File: config.mk
export PLATFORM = sky130hd
export DESIGN_NAME = mem_arbiter
export DESIGN_NICKNAME = d
export VERILOG_FILES = /design/src/rtl/mem_arbiter.sv
export SDC_FILE = /design/constraint.sdc
export NUM_CORES = 1
export LEC_CHECK = 0
export ABC_AREA = 1
export CAP_MARGIN = 20
export CORE_UTILIZATION = 45
export DETAILED_ROUTE_END_ITERATION = 10
export PLACE_DENSITY_LB_ADDON = 0.08
export SYNTH_ARGS = -nofsm -noshare
export SYNTH_HDL_FRONTEND = slang
export SYNTH_SLANG_ARGS = --single-unit
File: constraint.sdc
create_clock -name clk -period 2.8 [get_ports clk]
set_input_delay 0.42 -clock clk [delete_from_list [all_inputs] [get_ports clk]]
set_output_delay 0.42 -clock clk [all_outputs]
set_load 0.02 [all_outputs]
File: src/rtl/mem_arbiter.sv
// mem_arbiter: single owner of the byte-wide RAM/IO port; arbitrates store > IO read > load > fetch.
// Optional MEM_ARB_IO_GAP_EN forces a mem_wr=0 cycle after every IO-region write beat (WGAP state).
//
// state | meaning
// IDLE  | waiting; grants highest-priority unmasked request
// RD    | issuing read addresses and capturing bytes (cnt = cycles since grant)
// WR    | issuing write beats (cnt = beats already written)
// WGAP  | one idle cycle after an IO write beat (MEM_ARB_IO_GAP_EN only)
module mem_arbiter #(
  parameter logic [1:0] IO_HI = 2'b11
) (
  input  logic        clk,
  input  logic        rst,
  input  logic        rdy,
  input  logic        clear,
  input  logic        st_req,
  input  logic [31:0] st_addr,
  input  logic [2:0]  st_size,
  input  logic [31:0] st_data,
  output logic        st_done,
  input  logic        io_req,
  input  logic [31:0] io_addr,
  input  logic [2:0]  io_size,
  output logic        io_done,
  output logic [31:0] io_data,
  input  logic        ld_req,
  input  logic [31:0] ld_addr,
  input  logic [2:0]  ld_size,
  output logic        ld_done,
  output logic [31:0] ld_data,
  input  logic        if_req,
  input  logic [31:0] if_addr,
  output logic        if_done,
  output logic [31:0] if_data,
  input  logic [7:0]  mem_din,
  output logic [7:0]  mem_dout,
  output logic [31:0] mem_a,
  output logic        mem_wr,
  input  logic        io_buffer_full
);

  typedef enum logic [1:0] {
    S_IDLE = 2'd0,
    S_RD   = 2'd1,
    S_WR   = 2'd2
`ifdef MEM_ARB_IO_GAP_EN
    , S_WGAP = 2'd3
`endif
  } state_t;

  typedef enum logic [1:0] {OWN_ST, OWN_IO, OWN_LD, OWN_IF} owner_t;

  state_t      state, state_nx;
  owner_t      owner_q, owner_nx, g_owner;
  logic [2:0]  cnt, cnt_nx, beats_q, beats_nx, g_size, g_beats;
  logic [31:0] addr_q, addr_nx, g_addr, buf_q, buf_nx, buf_cap, wdata_q, wdata_nx;
  logic [31:0] mem_a_nx, io_data_nx, ld_data_nx, if_data_nx, r_addr;
  logic [7:0]  mem_dout_nx;
  logic        mem_wr_q, mem_wr_nx, st_done_nx, io_done_nx, ld_done_nx, if_done_nx;
  logic        st_ok, io_ok, ld_ok, if_ok, any_grant;
  logic [31:0] w_base, w_src, w_shift, w_addr;
  logic [2:0]  w_idx;
  logic        w_io, w_try, w_issue;

  function automatic logic [2:0] beats_of(input logic [2:0] size);
    case (size)
      3'd1:    return 3'd1;
      3'd2:    return 3'd2;
      default: return 3'd4;
    endcase
  endfunction

  // A requester whose done pulse is visible this cycle is still holding req; mask it.
  assign st_ok     = st_req & ~st_done;
  assign io_ok     = io_req & ~io_done & ~clear;
  assign ld_ok     = ld_req & ~ld_done & ~clear;
  assign if_ok     = if_req & ~if_done & ~clear;
  assign any_grant = st_ok | io_ok | ld_ok | if_ok;

  always_comb begin
    g_owner = OWN_IF;
    g_addr  = if_addr;
    g_size  = 3'd4;
    if (st_ok) begin
      g_owner = OWN_ST; g_addr = st_addr; g_size = st_size;
    end else if (io_ok) begin
      g_owner = OWN_IO; g_addr = io_addr; g_size = io_size;
    end else if (ld_ok) begin
      g_owner = OWN_LD; g_addr = ld_addr; g_size = ld_size;
    end
  end
  assign g_beats = beats_of(g_size);

  // The grant edge itself attempts write beat 0, so IDLE uses the live store inputs.
  assign w_base  = (state == S_IDLE) ? st_addr : addr_q;
  assign w_src   = (state == S_IDLE) ? st_data : wdata_q;
  assign w_idx   = (state == S_IDLE) ? 3'd0 : cnt;
  assign w_addr  = w_base + 32'(w_idx);
  assign w_shift = w_src >> {w_idx[1:0], 3'b000};
  assign w_io    = (w_base[17:16] == IO_HI);
  assign w_try   = (state == S_IDLE) ? st_ok : ((state == S_WR) && (cnt != beats_q));
  assign w_issue = w_try & ~(w_io & io_buffer_full);

  assign r_addr = addr_q + 32'(cnt) + 32'd1;

  always_comb begin
    buf_cap = buf_q;
    case (cnt)
      3'd1:    buf_cap[7:0]   = mem_din;
      3'd2:    buf_cap[15:8]  = mem_din;
      3'd3:    buf_cap[23:16] = mem_din;
      3'd4:    buf_cap[31:24] = mem_din;
      default: ;
    endcase
  end

  always_ff @(posedge clk or negedge rst) begin
    if (!rst)     state <= S_IDLE;
    else if (rdy) state <= state_nx;
  end

  always_comb begin
    state_nx = state;
    case (state)
      S_IDLE: if (any_grant) begin
        state_nx = (g_owner == OWN_ST) ? S_WR : S_RD;
`ifdef MEM_ARB_IO_GAP_EN
        if (w_issue && w_io) state_nx = S_WGAP;
`endif
      end
      S_RD: if (clear || (cnt == beats_q)) state_nx = S_IDLE;
      S_WR: begin
        if (cnt == beats_q) state_nx = S_IDLE;
`ifdef MEM_ARB_IO_GAP_EN
        else if (w_issue && w_io) state_nx = S_WGAP;
      end
      S_WGAP: begin
        state_nx = (cnt == beats_q) ? S_IDLE : S_WR;
`endif
      end
      default: state_nx = S_IDLE;
    endcase
  end

  always_comb begin
    cnt_nx      = cnt;
    addr_nx     = addr_q;
    beats_nx    = beats_q;
    owner_nx    = owner_q;
    buf_nx      = buf_q;
    wdata_nx    = wdata_q;
    mem_a_nx    = mem_a;
    mem_dout_nx = mem_dout;
    mem_wr_nx   = 1'b0;
    st_done_nx  = 1'b0;
    io_done_nx  = 1'b0;
    ld_done_nx  = 1'b0;
    if_done_nx  = 1'b0;
    io_data_nx  = io_data;
    ld_data_nx  = ld_data;
    if_data_nx  = if_data;
    case (state)
      S_IDLE: if (any_grant) begin
        addr_nx  = g_addr;
        beats_nx = g_beats;
        owner_nx = g_owner;
        buf_nx   = 32'd0;
        wdata_nx = st_data;
        cnt_nx   = 3'd0;
        mem_a_nx = g_addr;
      end
      S_RD: begin
        if (clear) begin
          cnt_nx = 3'd0;
        end else if (cnt == beats_q) begin
          cnt_nx = 3'd0;
          case (owner_q)
            OWN_IO:  begin io_done_nx = 1'b1; io_data_nx = buf_cap; end
            OWN_LD:  begin ld_done_nx = 1'b1; ld_data_nx = buf_cap; end
            default: begin if_done_nx = 1'b1; if_data_nx = buf_cap; end
          endcase
        end else begin
          cnt_nx = cnt + 3'd1;
          buf_nx = buf_cap;
          if ((cnt + 3'd1) < beats_q) mem_a_nx = r_addr;
        end
      end
      default: if (cnt == beats_q) begin
        st_done_nx = 1'b1;
        cnt_nx     = 3'd0;
      end
    endcase
    if (w_issue) begin
      mem_a_nx    = w_addr;
      mem_dout_nx = w_shift[7:0];
      mem_wr_nx   = 1'b1;
      cnt_nx      = w_idx + 3'd1;
    end
  end

  always_ff @(posedge clk or negedge rst) begin
    if (!rst) begin
      cnt      <= 3'd0;
      addr_q   <= 32'd0;
      beats_q  <= 3'd0;
      owner_q  <= OWN_ST;
      buf_q    <= 32'd0;
      wdata_q  <= 32'd0;
      mem_a    <= 32'd0;
      mem_dout <= 8'd0;
      mem_wr_q <= 1'b0;
      st_done  <= 1'b0;
      io_done  <= 1'b0;
      ld_done  <= 1'b0;
      if_done  <= 1'b0;
      io_data  <= 32'd0;
      ld_data  <= 32'd0;
      if_data  <= 32'd0;
    end else if (rdy) begin
      cnt      <= cnt_nx;
      addr_q   <= addr_nx;
      beats_q  <= beats_nx;
      owner_q  <= owner_nx;
      buf_q    <= buf_nx;
      wdata_q  <= wdata_nx;
      mem_a    <= mem_a_nx;
      mem_dout <= mem_dout_nx;
      mem_wr_q <= mem_wr_nx;
      st_done  <= st_done_nx;
      io_done  <= io_done_nx;
      ld_done  <= ld_done_nx;
      if_done  <= if_done_nx;
      io_data  <= io_data_nx;
      ld_data  <= ld_data_nx;
      if_data  <= if_data_nx;
    end
  end

  assign mem_wr = mem_wr_q & rdy;

endmodule

==> qor.yml <==
outcome: "complete, no violations"
max_cap_viol_count: 0
post-dp-hpwl_mm: 39.3
globalRouteOverflowTotal: 0
start_kind: "register"
ys_types: 49
synth_mux_area_frac: 0
drt_first_iter_violations: 1412
hold-worst-slack_ns: 0.399
compound_cell_area_share_of_the_yosys_netlist: 0.125
num-nets-final: 2613
clock_latency_ns: 0.56
port_buffers: 326
finalClockSkew_ns: 0.0216
routabilityCongestion: 0.923
ff2ff_setup_slack_ns: 0.20
min-delay-start: "st_data[14]"
synth_simple_gate_area_frac: 0.343
post_dp_cell_area_sq_um: 18400
power_per_cell_area_nw_per_um2: 1070
count_of_pins_over_their_slew_limit: 0
first_global_vias: 14400
critical_path.max_fanout: 13
final_area_sq_um: 19500
min_path_type: "input pin to register"
numCtsBuffers: 27
fin_crit_sh: 0.927
timing.reg2reg.worst_path_depth: 14
final_setup_fails: 0
start_util: 0.458
criticalPathCategory: "register to register"
ys_dominant_reg_cell: "sky130_fd_sc_hd__dfrtp_1"
worstReg2RegStart: "state[1]"
max-vdd-ir-drop_mv: 0.688
flow.area_growth_from_synthesis_pct: 34.3
gr-usage-met2: 0.480
htreeDepth: 1
post-route-util: 0.616
largest_family_of_logic_cells_by_synthesized_area: "simple AND/OR/NAND/NOR gates"
fmaxAchievable_ghz: 0.385
drt_wl_total_mm: 51.3
path_depth: 14
cts.sinks: 247
routed_vias: 15200
global_route_total_usage_across_every_layer: 0.312
horizontal_extent_of_the_die_um: 182
critPathLaunch: "state[1]"
cpPeakStageDelay_ns: 0.45
grt_pass1_wl_mm: 80.7
cp_num_buf_inv: 0
power.leakage_nw: 9.48
crit_path_cell_trace: "nor2_8, nor2_1, ha_1, nand3_1, nand3_1, nand2_1, nor2_2, nand2_2, nor2_2, nand2_1, nand2_1, nand2_1, a21oi_1, nor2_1"
post_synth_fa_ha_maj_area_fraction: 0.0174
busiest_layer: "met2"
chipHeight_um: 182
unrepaired_setup_endpoints_after_global_routing: "yes"
global_route.usage.met3: 0.0495
synth.yosys.seq_area_share: 0.426
worstMarginPinSlew_ns: 0.682
grt_max_degree: 91
use_met1: 0.461
critical_path.endpoint_type: "register"
syn_inst: 2083
worstHoldPathCells: 3
grt_antenna_before_repair: 2
critPathRequiredTime_ns: 3.24
core-area_sq_um: 31600
row_count: 65
total_standard_cell_area_after_synthesis_sq_um: 14500
timing.final.crit_period_ns: 2.60
cp_slowest_cell: "sky130_fd_sc_hd__dfrtp_2"
path_clk_slew_ns: 0.06
final_antenna_net_count: 0
yosys_warnings: 0
timing.slew.headroom: 0.541
routedWlPerCell_um: 18.1
num_io_pins: 327
number_of_remaining_drc_errors: 0
cp_common_cell: "sky130_fd_sc_hd__nand2_1"
detail_route.vias_per_cell: 5.36
arrival_ns: 3.04
post_route_cells_drive_above_1_share: 0.0803
syn-num-nets: 2288
fp.dieArea_sq_um: 32900
final_hold_viol_count: 0
synth-async-reset-ratio: 1.00
clock_tree_buffer_depth: 3
synth_enable_flop_cells: 0
path_delay_family: "simple AND/OR/NAND/NOR gates"
synth-seq-cells: 247
xor_xnor_share_of_the_synthesized_area: 0.00958
clock_tree_from_tritoncts: "built"
cts_root_buf: "sky130_fd_sc_hd__clkbuf_16"
first_pass_iters: 5
average_cell_area_after_synthesis_sq_um: 6.96
==> repair_timing <==
| action | in CTS | in global routing |
|---|---|---|
| gates resized for setup | 0 | 10 |
| setup endpoints to repair | 0 | 18 |
| endpoints found under the hold margin | 72 | 0 |
| hold buffers | 1 | 0 |
| setup buffers | 0 | 1 |
==> flip-flops by register name (all words and copies together) (netlist names) <==
register / flops
addr_q: 32
io_done: 1
mem_a: 32
if_data: 32
ld_data: 32
state: 2
wdata_q: 32
mem_dout: 8
if_done: 1
buf_q: 32
st_done: 1
owner_q: 2
beats_q: 3
mem_wr_q: 1
cnt: 3
io_data: 32
ld_done: 1
==> layer usage <==
layer | part of all wire | up-vias | wire length, um
li1 | - | 7296 | -
met1 | 0.46 | 7211 | 23800
met2 | 0.44 | 634 | 22600
met3 | 0.079 | 47 | 4050
met4 | 0.017 | 0 | 874
met5 | 0 | - | 0
==> where the power goes <==
group          leakage [nW]  switching [mW]  total, mW  internal [mW]
clock                 0.493            1.56       3.97           2.41
sequential             3.22           0.903       5.77           4.87
combinational          5.77            7.21       11.2           3.98
total                  9.48            9.67       20.9           11.3
==> cell type report <==
class,count,area (sq um)
Timing Repair Buffer,395,3930
Multi-Input combinational cell,1568,7220
Sequential cell,247,6180
Fill cell,2922,12200
Clock buffer,38,817
Tap cell,402,503
Inverter,169,639
Clock inverter,12,188
Antenna cell,2,5.00
==> final timing paths <==
path | endpoint
worst max-delay path | mem_a[27]
worst min-delay path | wdata_q[14]
worst min register to register | wdata_q[6]
worst max register to register | mem_a[27]
min in group asynchronous | ld_data[14]
max in group asynchronous | mem_wr_q
==> kinds of logic (layout without fill, tap and decap cells) <==
kind of cell	after synthesis	count (layout)
and+or+nand+nor	1207	1207
AOI/OAI and AO/OA	327	327
buffers and inverters	268	614
DFF	247	247
adders and majority gates	19	19
xor gates and xnor gates	15	15
other	0	2
==> worst register-to-register path, cell delays in order (launching register included) <==
cell	delay, ns
sky130_fd_sc_hd__dfrtp_2	0.45
sky130_fd_sc_hd__nor2_8	0.22
sky130_fd_sc_hd__nor2_1	0.12
sky130_fd_sc_hd__ha_1	0.35
sky130_fd_sc_hd__nand3_1	0.10
sky130_fd_sc_hd__nand3_1	0.18
sky130_fd_sc_hd__nand2_1	0.10
sky130_fd_sc_hd__nor2_2	0.22
sky130_fd_sc_hd__nand2_2	0.15
sky130_fd_sc_hd__nor2_2	0.23
sky130_fd_sc_hd__nand2_1	0.09
sky130_fd_sc_hd__nand2_1	0.06
sky130_fd_sc_hd__nand2_1	0.05
sky130_fd_sc_hd__a21oi_1	0.12
sky130_fd_sc_hd__nor2_1	0.05
==> cell usage after synthesis, drive strengths merged, types with 9 or more instances <==
library cell	count	area, sq um
a21oi	46	238
a31oi	36	225
buf	55	342
clkbuf	44	166
dfrtp	247	6180
ha	17	213
inv	168	631
nand2	832	3180
nand3	131	673
nand4	11	87.6
nor2	203	853
nor3	19	100
o211ai	10	75.1
o21ai	215	1120
xor2	9	86.3
==> through the flow <==
stage / TNS, ns / total power [mW] / std cells / setup WS, ns
after detailed placement: -0.0557 / 16.7 / 2779 / -0.0434
after CTS: 0 / 20.8 / 2830 / 0.160
after global routing: -0.0161 / 22.3 / 2833 / -0.0161
after floorplan: 0 / 12.4 / 2083 / 0.00562
final: 0 / 20.9 / 2833 / 0.205
after global placement: 0 / 16.6 / 2779 / 0.0420
==> layout by cell type (no fill, tap or decap), types with 4 or more instances in the layout <==
cell                                n
sky130_fd_sc_hd__or2_2              4
sky130_fd_sc_hd__nand2_2           17
sky130_fd_sc_hd__o21ai_0          189
sky130_fd_sc_hd__nand2_1          813
sky130_fd_sc_hd__clkbuf_8          10
sky130_fd_sc_hd__ha_1              16
sky130_fd_sc_hd__a21oi_1           43
sky130_fd_sc_hd__bufinv_16          4
sky130_fd_sc_hd__o211ai_1          10
sky130_fd_sc_hd__buf_4             57
sky130_fd_sc_hd__o22ai_1            4
sky130_fd_sc_hd__dfrtp_1          244
sky130_fd_sc_hd__o21ai_2            7
sky130_fd_sc_hd__xor2_1             8
sky130_fd_sc_hd__xnor2_1            6
sky130_fd_sc_hd__clkdlybuf4s50_1  325
sky130_fd_sc_hd__inv_2              9
sky130_fd_sc_hd__inv_1            157
sky130_fd_sc_hd__buf_12            11
sky130_fd_sc_hd__nor2_4             4
sky130_fd_sc_hd__o21ai_1           17
sky130_fd_sc_hd__nor3_1            18
sky130_fd_sc_hd__nor2_2            12
sky130_fd_sc_hd__clkbuf_16         27
sky130_fd_sc_hd__nor2_1           184
sky130_fd_sc_hd__o31ai_1            4
sky130_fd_sc_hd__o221ai_1           4
sky130_fd_sc_hd__nand4_1            8
sky130_fd_sc_hd__nand3_1          129
sky130_fd_sc_hd__o311ai_0           5
sky130_fd_sc_hd__a31oi_1           36
sky130_fd_sc_hd__nand3b_1           5
No activity file was read; power rests on OpenSTA's default activity.
==> patch: new RTL, same flow settings <==
The 3 states of `state_t` get a one-hot encoding in 3 bits.
--- a/src/rtl/mem_arbiter.sv
+++ b/src/rtl/mem_arbiter.sv
@@ -41,6 +41,6 @@
 
-  typedef enum logic [1:0] {
-    S_IDLE = 2'd0,
-    S_RD   = 2'd1,
-    S_WR   = 2'd2
+  typedef enum logic [2:0] {
+    S_IDLE = 3'b001,
+    S_RD   = 3'b010,
+    S_WR   = 3'b100
 `ifdef MEM_ARB_IO_GAP_EN
Behaviour: same outputs for any inputs over 4 cycles, from zero or initial values and one cycle with rst low; so few cycles prove little.
==> patch against the unedited design <==
  * Setup slack got worse by 29 ps
  * Count of clock-buffer cells in the layout decreased by 3
  * Sequential share of layout area increased by 0.60 points
  * Wire length decreased by 0.60%
  * Sequential cell count increased by 1
  * Area after synthesis decreased by 2.8%
  * Sequential power decreased by 7.3%
  * Power decreased by 11%
  * First-iteration DRC count decreased by 5.9%
  * Final area decreased by 1.5%
  * Largest cell class unchanged
==> patch: results (changes against the unedited design) <==
| Metric | Value |
|---|---|
| Capturing point of the worst reg2reg path | `mem_a[25]$_DFFE_PN0P_` |
| Dpl cell area | `0.0181 mm² (-1.5%)` |
| Antenna violations before repair | `1 (-1)` |
| Non-clk invs | `156 (-7.7%)` |
| # diodes | `0 (-2)` |
| R2R setup slack | `180 ps (-30 ps)` |
| Post-synthesis sequential area ratio | `44.0% (+1.4 points)` |
| CP peak stage delay | `560 ps (+110 ps)` |
| Num rows | `64 (-1.5%)` |
| Leakage | `8.79 nW (-7.3%)` |
| Seq area share | `32.3% (+0.60 points)` |
| F_max | `0.381 GHz (-1.1%)` |
| Multi-input logic area | `0.00682 mm² (-5.5%)` |
| Layout cells sized above 1 | `8.45% (+0.43 points)` |
| WHS Endpoint | `wdata_q[26]$_DFFE_PN0P_` |
| 1st-iter DRT viols | `1328 (-5.9%)` |
| CTS buffer count | `28 (+3.7%)` |
| Synth top cells by count | `nand2_1 (602), o21ai_0 (253), dfrtp_1 (247), nor2_1 (180), inv_1 (147)` |
| Non-clock buffers | `405 (+2.5%)` |
| Sequential share of power | `28.7% (+1.1 points)` |
| Clk_skew | `13.8 ps (-7.74 ps)` |
| Status | `complete, no violations` |
| Vias | `14632 (-3.7%)` |
| Reg2reg start | `state[0]$_DFFE_PN1P_` |
| Vias in the first global route | `13895 (-3.6%)` |
| Post-Place Setup Slack | `57.2 ps (+101 ps)` |
| Comb group | `9.32 mW (-17%)` |
| Sw Ratio | `44.4% (-1.8 points)` |
| Max VDD drop | `647 µV (-6.0%)` |
==> patch: cell types whose count changed in the layout (fill, tap and decap cells not counted), sizes merged, moves of 15 or more <==
cell	before	now
nand3	131	110
o22ai	4	37
inv	170	155
a21oi	46	61
o21ai	215	273
nand2	832	624
a31oi	36	15
==> patch: per-layer routing <==
metal  wire length (µm)  vias up  global-route usage [%]
met1              23000     6903                    46.2
li1                   -     7009                       -
met4               1540        2                    10.3
met2              22300      628                    48.7
met3               4110       90                    4.77
met5                  8        -                       0
==> patch: kinds of logic (layout without fill, tap and decap cells) <==
kind of cell	after synthesis	in the layout	synth area share, %
AO/OA/AOI/OAI	424	424	16.4
XOR/XNOR	17	17	1.06
adder cells (fa/ha/maj)	19	19	1.79
buffers and inverters	255	611	7.75
flip-flops	248	248	44.0
AND/OR/NAND/NOR	976	976	28.9
